--- src/rtl/lab5_fetch_stage.sv ---
`default_nettype none
// ============================================================================
// Module  : lab5_fetch_stage
// Brief   : Instruction fetch: owns the PC, drives the ROM address, and fills
//           the IF/ID register (boot delay, stall, redirect/flush, halt).
// Revision: 1.0 - initial release
// ============================================================================
module lab5_fetch_stage #(
    parameter logic [7:0] RESET_PC    = 8'h00,
    parameter int         BOOT_CYCLES = 2
) (
    input  logic        CLK,
    input  logic        RESET,
    output logic [7:0]  imem_addr,
    input  logic [15:0] imem_q,
    input  logic        stall,
    input  logic        redirect,
    input  logic [7:0]  redirect_addr,
    input  logic        halt,
    output logic [15:0] ifid_instr,
    output logic [7:0]  ifid_pc,
    output logic [7:0]  ifid_pcp2,
    output logic        ifid_valid,
    output logic [1:0]  state_o
);

    typedef enum logic [1:0] {
        S_BOOT = 2'b00,
        S_RUN  = 2'b01,
        S_HALT = 2'b10
    } state_t;

    localparam logic [3:0] c_BOOT_LAST = 4'(BOOT_CYCLES - 1);
    localparam logic [7:0] c_PC_INIT   = {RESET_PC[7:1], 1'b0};

    state_t      r_state, w_state_nxt;
    logic [3:0]  r_cnt, w_cnt_nxt;
    logic [7:0]  r_pc, w_pc_nxt;
    logic [15:0] r_instr, w_instr_nxt;
    logic [7:0]  r_ipc, w_ipc_nxt;
    logic [7:0]  r_ipcp2, w_ipcp2_nxt;
    logic        r_valid, w_valid_nxt;

    always_ff @(posedge CLK) begin
        if (RESET) begin
            r_state <= S_BOOT;
            r_cnt   <= 4'd0;
            r_pc    <= c_PC_INIT;
            r_instr <= 16'h0000;
            r_ipc   <= 8'h00;
            r_ipcp2 <= 8'h00;
            r_valid <= 1'b0;
        end else begin
            r_state <= w_state_nxt;
            r_cnt   <= w_cnt_nxt;
            r_pc    <= w_pc_nxt;
            r_instr <= w_instr_nxt;
            r_ipc   <= w_ipc_nxt;
            r_ipcp2 <= w_ipcp2_nxt;
            r_valid <= w_valid_nxt;
        end
    end

    always_comb begin
        w_state_nxt = r_state;
        w_cnt_nxt   = r_cnt;
        w_pc_nxt    = r_pc;
        w_instr_nxt = r_instr;
        w_ipc_nxt   = r_ipc;
        w_ipcp2_nxt = r_ipcp2;
        w_valid_nxt = r_valid;
        case (r_state)
            S_BOOT: begin
                w_cnt_nxt = r_cnt + 4'd1;
                if (r_cnt == c_BOOT_LAST) begin
                    w_state_nxt = S_RUN;
                end
            end
            S_RUN: begin
                // Redirect wins even over stall so the wrong-path word is flushed.
                if (redirect) begin
                    w_pc_nxt    = redirect_addr & 8'hFE;
                    w_valid_nxt = 1'b0;
                    w_instr_nxt = 16'h0000;
                end else if (halt) begin
                    w_state_nxt = S_HALT;
                    w_valid_nxt = 1'b0;
                end else if (!stall) begin
                    w_instr_nxt = imem_q;
                    w_ipc_nxt   = r_pc;
                    w_ipcp2_nxt = r_pc + 8'd2;
                    w_valid_nxt = 1'b1;
                    w_pc_nxt    = r_pc + 8'd2;
                end
            end
            default: begin
                w_valid_nxt = 1'b0;
            end
        endcase
    end

    assign imem_addr  = r_pc;
    assign ifid_instr = r_instr;
    assign ifid_pc    = r_ipc;
    assign ifid_pcp2  = r_ipcp2;
    assign ifid_valid = r_valid;
    assign state_o    = r_state;

endmodule
`default_nettype wire

--- config.mk ---
export PLATFORM = sky130hd
export DESIGN_NAME = lab5_fetch_stage
export DESIGN_NICKNAME = d
export VERILOG_FILES = /design/src/rtl/lab5_fetch_stage.sv
export SDC_FILE = /design/constraint.sdc
export NUM_CORES = 1
export LEC_CHECK = 0
export CAP_MARGIN = 0
export CELL_PAD_IN_SITES_DETAIL_PLACEMENT = 1
export CELL_PAD_IN_SITES_GLOBAL_PLACEMENT = 2
export CORE_MARGIN = 4
export CORE_UTILIZATION = 27
export CTS_BUF_LIST = sky130_fd_sc_hd__clkbuf_8 sky130_fd_sc_hd__clkbuf_16
export CTS_CLUSTER_DIAMETER = 40
export CTS_CLUSTER_SIZE = 28
export DETAILED_ROUTE_END_ITERATION = 8
export GPL_TIMING_DRIVEN = 0
export PLACE_DENSITY_LB_ADDON = 0.1
export SLEW_MARGIN = 25
export SYNTH_ARGS = -nofsm -noshare
export SYNTH_HDL_FRONTEND = slang
export SYNTH_SLANG_ARGS = --single-unit
--- constraint.sdc ---
create_clock -name CLK -period 2.73 [get_ports CLK]
set_input_delay 0.546 -clock CLK [delete_from_list [all_inputs] [get_ports CLK]]
set_output_delay 0.546 -clock CLK [all_outputs]
set_load 0.03 [all_outputs]
Word level (Yosys, flattened, before mapping):

Cells that the tools add are included.

* register bits after elaboration: 47
* bits of input ports: 29
* logic and storage cells: 41

* $add $sub $neg: 2
* equality and inequality tests: 8
* muxes and demuxes: 14
* bitwise logic cells: 4
* reduce and logical (&&, ||, !) cells: 6

Operators by type and width (count)
* $mux W16: 3
* $mux W8: 3
* $add A8 B2 Y8 const B: 1
* $ne A2 B2 Y1 const B: 4
* $reduce_and A4 Y1: 2
* $mux W2: 3
* $add A4 B1 Y4 const B: 1
* $eq A4 B1 Y1 const B: 1
* $ne A4 B4 Y1 const B: 1
* $not A1 Y1: 4
* $pmux W2 S2: 1
* $mux W1: 3
* $reduce_and A3 Y1: 1
* $eq A2 B1 Y1 const B: 1
* $logic_not A2 Y1: 1
* $ne A2 B1 Y1 const B: 1
* $pmux W1 S2: 1
* $reduce_and A2 Y1: 1
* $reduce_bool A2 Y1: 1

Depth between registers and ports, before layout:

Gate-level depths: netlist of the first run.

* word-level depth: 4
* depth in mapped cells: 6

Worst setup path before layout of the first run:

No wires, ideal clock.

* path type: register to register
* start point: register r_pc[1] (netlist: imem_addr[1])
* end point: register r_pc[5] (netlist: imem_addr[5])
* setup time: 0.101 ns
* arrival time: 1.520 ns
* required time: 2.629 ns
* slack: 1.109 ns
* cell stages (with the launch flop): 6
* period minus slack after synthesis: 1.621 ns
* cells stage by stage: dfxtp_1 -> ha_1 -> nand3_1 -> xnor2_1 -> nor2_1 -> o41ai_1

* cells in the longest elaborated chain, start to end: 4

Ends and longest elaborated chain
* start: declaration: line 38 `logic [7:0] r_pc, w_pc_nxt;`
* start signal: assignment: line 48 `r_pc <= c_PC_INIT;`
* start signal: assignment: line 56 `r_pc <= w_pc_nxt;`
* $add A8 B2 Y8: line 93 `w_pc_nxt = r_pc + 8'd2;`
* $mux W8: line 88 `end else if (!stall) begin`
* $mux W8: line 85 `end else if (halt) begin`
* $mux W8: line 81 `if (redirect) begin`

Every way passes these cells. The select of a mux whose other input is x is not followed.
A chain may end at the register's enable or synchronous reset.

Final worst setup path of the first run:

* start point: register r_pc[1] (netlist: imem_addr[1])
* end point: output imem_addr[1]

RTL lines
* end: declaration: line 14 `output logic [7:0] imem_addr,`

No word-level cell between the ends.

==> results of run 1 <==
## worst max-delay path by stage
stage	cells after the start	endpoint	slack (ps)	startpoint
3_3_place_gp	6	imem_addr[6]	510	redirect
3_5_place_dp	6	imem_addr[6]	470	redirect
2_1_floorplan	5	imem_addr[5]	1110	imem_addr[1]
6_report	1	imem_addr[1]	560	imem_addr[1]
4_1_cts	1	imem_addr[1]	530	imem_addr[1]
5_1_grt	1	imem_addr[1]	460	imem_addr[1]
## cell type report
| cell class | instances | area [sq um] | area share |
|---|---|---|---|
| plain buffers | 18 | 116 | 0.0414 |
| clock buffers | 7 | 96.3 | 0.0343 |
| clock inverters | 1 | 30.0 | 0.0107 |
| inverters | 4 | 15.0 | 0.00534 |
| multi-input cells | 149 | 892 | 0.317 |
| flip-flops and latches | 44 | 881 | 0.313 |
| well taps | 96 | 120 | 0.0427 |
| repair buffers | 66 | 661 | 0.235 |
## metal layers
| metal | wire length [um] | vias to the layer above |
|---|---|---|
| met3 | 332 | 10 |
| met5 | 0 | - |
| met2 | 2610 | 48 |
| met1 | 2520 | 818 |
| li1 | - | 875 |
| met4 | 78 | 0 |
## cells in the mapped netlist (2+ instances only)
cell,instances
dfxtp_1,44
nor2_1,26
nand2_1,23
nand3_1,23
a21oi_1,19
mux2i_1,11
clkbuf_1,6
buf_2,5
buf_4,5
xnor2_1,5
inv_1,4
nand4_1,4
a211oi_2,3
ha_1,3
nor2_2,3
a211oi_1,2
nand2b_1,2
o21a_1,2
o21ai_1,2
o41ai_1,2
xor2_1,2
## state kept, by name (all words and copies together) (netlist names)
signal	count
ifid_instr	16
ifid_pc	7
ifid_pcp2	7
imem_addr	7
r_cnt	4
state_o	2
ifid_valid	1
## placed cells by master, fill, tap and decap left out, types with 4 or more instances in the layout
master,instances
buf_2,5
a21oi_1,19
xnor2_1,5
dfxtp_1,44
nor2_1,26
nand4_1,4
inv_1,4
clkdlybuf4s50_1,66
nand3_1,23
buf_4,5
clkbuf_1,6
clkbuf_8,7
nand2_1,23
mux2i_1,11
## worst reg2reg max path, cell delays in order, from the launching register on
cell and delay, ps:
dfxtp_1 580, ha_1 330, nand3_1 150, xnor2_1 270, nor2_1 70, o41ai_1 280
## stage by stage
stage	area (sq um)	worst slack (ps)
2_1_floorplan	1900	1110
3_3_place_gp	2690	513
3_5_place_dp	2690	466
4_1_cts	2810	528
5_1_grt	2810	458
6_report	2810	555
## power breakdown
group | internal [mW] | total [mW] | switching [mW]
clock network | 0.323 | 0.556 | 0.233
registers | 0.704 | 0.781 | 0.0770
logic | 0.235 | 0.537 | 0.302
## logic make-up (layout without fill, tap and decap cells)
family,count (synthesis),count (layout),synth area share
muxes,11,11,0.0580
and+or+nand+nor,86,86,0.211
other,1,3,0.00198
xor gates and xnor gates,7,7,0.0323
adders and majority gates,3,3,0.0198
DFF,44,44,0.464
buffers and inverters,22,96,0.0693
AOI/OAI and AO/OA,39,39,0.143
==> flow_summary.ini, run 1 <==
[run]
drv_cap = 0

[grt]
grt_overflow = 0
grt.total_usage = 0.138
grt_pass1_wl_um = 9260
antenna_found_initial = 0
top_usage_layer = met2
gr-usage-met2 = 0.233
grt_pass1_vias = 1829
grt_use_met1 = 0.167
grt_max_degree = 14
met3_usage = 0.0427

[power]
power.density_mw_per_mm2 = 667
leakage_nw = 0.966
ir_worst_vdd_uv = 366
finalPower_mw = 1.87

[logic_synthesis]
avgSynthCellArea_sq_um = 8.91
synth_cell_types = 38
syn-cell-area_sq_mm = 0.00190
synth_warnings = 0
synth_edf_count = 0
synthFlopType = dfxtp_1
synthCells = 213
seq_area_frac_synth = 0.464
yosysTopAreaCell = dfxtp_1
netlist_top_cells_area = dfxtp_1 (46%), nand3_1 (6.1%), mux2i_1 (5.8%)
ys_ff_latch = 44
async_reset_ff_frac = 0
synth_top_area_frac = 0.464

[final_layout]
diodes = 0
nets = 320
area.growth.synth_to_final_pct = 48.2
instances_no_fill = 385
drive_gt1_frac = 0.111
final_util = 0.414
nFillCells = 815

[worst_setup_path]
crit_slowest_cell = clkdlybuf4s50_1
path_buf_inv = 1
crit_type = reg -> out
crit_required_ps = 2180
critPathTopFamily = buffers and inverters
r2r-end = imem_addr[5]
cp.arrival_ps = 1630
rr_worst_depth = 5
crit_chain = clkdlybuf4s50_1
worstPathMaxFanout = 8
critPathCaptureType = output pin
startpoint_type = flip-flop
slowest_delay_ps = 750
rr_startpoint = imem_addr[1]
reg2reg_slack_ps = 950

[route]
vias_per_cell = 4.55
vias = 1751
drt_first_pass_iters = 4
wl_per_cell_um = 14.4
drt_iter0_drc = 64
drc_errors = 0
drt_wl_total_um = 5540
ant_nets = 0

[sta]
rsz0062_at_grt = no
hold_viol_final = 0
period_share = 0.797
tns_ps = 0
worstMarginPinSlew_ps = 582
max_freq_mhz = 460
maxSlewViolCount = 0
setup_violations = 0
slew_headroom = 0.612
skew_ps = 5.15
period_minus_slack_ps = 2170
fin_hold_ws_ps = 456

[clock_network]
post_cts_buffers = 0
cts_hold_buf = 0
clockRootBuffer = clkbuf_8
cts_sinks = 44
numCtsBuffers = 5
tritoncts = yes
htree_levels = 2
cts_buffer_depth = 2
clk_pin_slew_ps = 90
post_cts_resized = 0
worst_skew_pair.late_latency_ps = 300

[hold_path]
hold_path.class = reg -> reg
hold_path_end = ifid_instr[15]
hp-start = ifid_instr[15]
whs_path_depth = 2

[placed_design]
portBuffers = 66
place_inst = 377
dp_hpwl_um = 4170
gp_congestion = 0.724

[floorplanning]
initial_core_util = 0.279
rows = 30
core_area_sq_mm = 0.00679
dieArea_sq_mm = 0.00843
die_h_um = 91.8
io_pins = 72
die_w_um = 91.8

[status]
status = completed
No activity file was read; power rests on OpenSTA's default activity.
==> run 2: changes to the inputs <==
Settings changed: CORE_UTILIZATION 27 to 25.
Clock period 2.73 ns to 2.01 ns, I/O delays scaled along.
==> run 2 against run 1 <==
Effect of this change:
- critical endpoint is now imem_addr[2]
- core utilization is 3.5 points lower
- count of clock-buffer cells in the layout is 1 lower
- critical path type unchanged
- sequential power is 37% higher
==> flow_summary.ini, run 2 (synthesis results as in run 1) <==
[sta]
rsz0062_at_grt = no
max_freq_mhz = 515
worstMarginPinSlew_ps = 583
setup_violations = 0
hold_viol_final = 0
maxSlewViolCount = 0
slew_headroom = 0.611
period_minus_slack_ps = 1940
period_share = 0.965
skew_ps = 7.22

[route]
ant_nets = 0
wl_per_cell_um = 14.9
vias = 1764
drc_errors = 0
drt_iter0_drc = 66
drt_wl_total_um = 5790
vias_per_cell = 4.55
drt_first_pass_iters = 4

[clock_network]
clk_pin_slew_ps = 80
post_cts_buffers = 0
tritoncts = yes
cts_sinks = 44
clockRootBuffer = clkbuf_8
numCtsBuffers = 5
cts_buffer_depth = 2
worst_skew_pair.late_latency_ps = 290
htree_levels = 2

[worst_setup_path]
critPathTopFamily = buffers and inverters
rr_worst_depth = 5
critPathCaptureType = output pin
reg2reg_slack_ps = 260
crit_cells = 1
startpoint = imem_addr[2]
rr_startpoint = imem_addr[1]
crit_type = reg -> out
crit_chain = clkdlybuf4s50_1
crit_required_ps = 1610
path_buf_inv = 1
r2r-end = imem_addr[5]
endpoint = imem_addr[2]
worstPathMaxFanout = 6
crit_slowest_cell = clkdlybuf4s50_1
cp.arrival_ps = 1540
startpoint_type = flip-flop
slowest_delay_ps = 740

[floorplanning]
core_area_sq_mm = 0.00733
initial_core_util = 0.259
dieArea_sq_mm = 0.00904
die_w_um = 95.1
die_h_um = 95.1
io_pins = 72
rows = 31

[run]
drv_cap = 0

[placed_design]
portBuffers = 66
placed_area_sq_mm = 0.00269
gp_congestion = 0.725
place_inst = 380
dp_hpwl_um = 4370

[grt]
grt_pass1_vias = 1897
antenna_found_initial = 0
grt_max_degree = 14
gr-usage-met2 = 0.224
grt_use_met1 = 0.171
grt_overflow = 0
grt_pass1_wl_um = 9580
top_usage_layer = met2
met3_usage = 0.0474
grt.total_usage = 0.135

[final_layout]
nets = 320
final_cell_mix = clkdlybuf4s50_1 (65), dfxtp_1 (44), nor2_1 (26)
instances_no_fill = 388
largest_reg_flops = 16
final_common_cell = clkdlybuf4s50_1
diodes = 0
area.growth.synth_to_final_pct = 46.6
drive_gt1_frac = 0.111
stdcell_area_sq_mm = 0.00278

[power]
power.density_mw_per_mm2 = 854
leakage_nw = 0.957
ir_worst_vdd_uv = 331

[status]
status = completed

[hold_path]
hold_path.class = reg -> reg
[run 2: cell types whose count changed in the layout (fill, tap and decap cells not counted)]
| cell | previous run | this run |
|---|---|---|
| clkinv_2 | 0 | 2 |
| bufinv_16 | 1 | 0 |
| clkbuf_8 | 7 | 6 |
| clkdlybuf4s50_1 | 66 | 65 |
| dlygate4sd2_1 | 0 | 1 |
[run 2: where the power goes]
part / switching, mW / leakage, nW / total [mW] / internal [mW]
Sequential: 0.108 / 0.356 / 1.07 / 0.957
Clock: 0.307 / 0.0510 / 0.582 / 0.275
Combinational: 0.409 / 0.550 / 0.726 / 0.317
Total: 0.825 / 0.957 / 2.37 / 1.55
[run 2: worst min-delay path by stage]
stage,from,endpoint,cells after the start
6_report,ifid_instr[6],ifid_instr[6],2
3_3_place_gp,ifid_instr[6],ifid_instr[6],2
4_1_cts,ifid_instr[5],ifid_instr[5],2
2_1_floorplan,r_cnt[3],r_cnt[3],2
3_5_place_dp,ifid_instr[5],ifid_instr[5],2
5_1_grt,ifid_instr[6],ifid_instr[6],2
[run 2: routing by layer]
| metal | part of all wire | vias to the layer above |
|---|---|---|
| li1 | - | 878 |
| met1 | 0.45 | 836 |
| met2 | 0.48 | 48 |
| met3 | 0.066 | 2 |
| met4 | 0.0050 | 0 |
| met5 | 0 | - |
[run 2: final cells by class]
cell class	instances	area [sq um]
plain buffers	18	116
fillers	858	4550
repair buffers	66	659
inverters	4	15.0
well taps	99	124
clock buffers	6	82.6
clock inverters	2	10.0
flip-flops and latches	44	881
multi-input cells	149	892
[run 2: worst register-to-register path, stage by stage, from the launching register on]
cell and delay (ps):
dfxtp_1 580, ha_1 320, nand3_1 140, xnor2_1 280
nor2_1 70, o41ai_1 280
[run 2: through the flow]
| stage | hold slack [ps] | TNS, ps | total power [mW] | setup slack (ps) | util |
|---|---|---|---|---|---|
| global route | 500 | 0 | 2.53 | 3.32 | 0.379 |
| global placement | 439 | -331 | 1.82 | -102 | 0.367 |
| detailed placement | 446 | -500 | 1.83 | -123 | 0.367 |
| finish | 456 | 0 | 2.37 | 69.9 | 0.379 |
| CTS | 458 | 0 | 2.41 | 49.7 | 0.379 |
| floorplan | 480 | 0 | 1.52 | 389 | - |
[run 2: repair_timing]
item | 4_1_cts | 5_1_grt
endpoints found under the hold margin | 0 | 0
hold buffers | 0 | 0
gates resized for setup | 1 | 0
endpoints found under the setup margin | 1 | 0
==> run 3: changes to the inputs <==
Settings changed: SLEW_MARGIN 25 to 20.
==> results of run 3 <==
Final layout, timing and power as in run 2 (identical DEF).
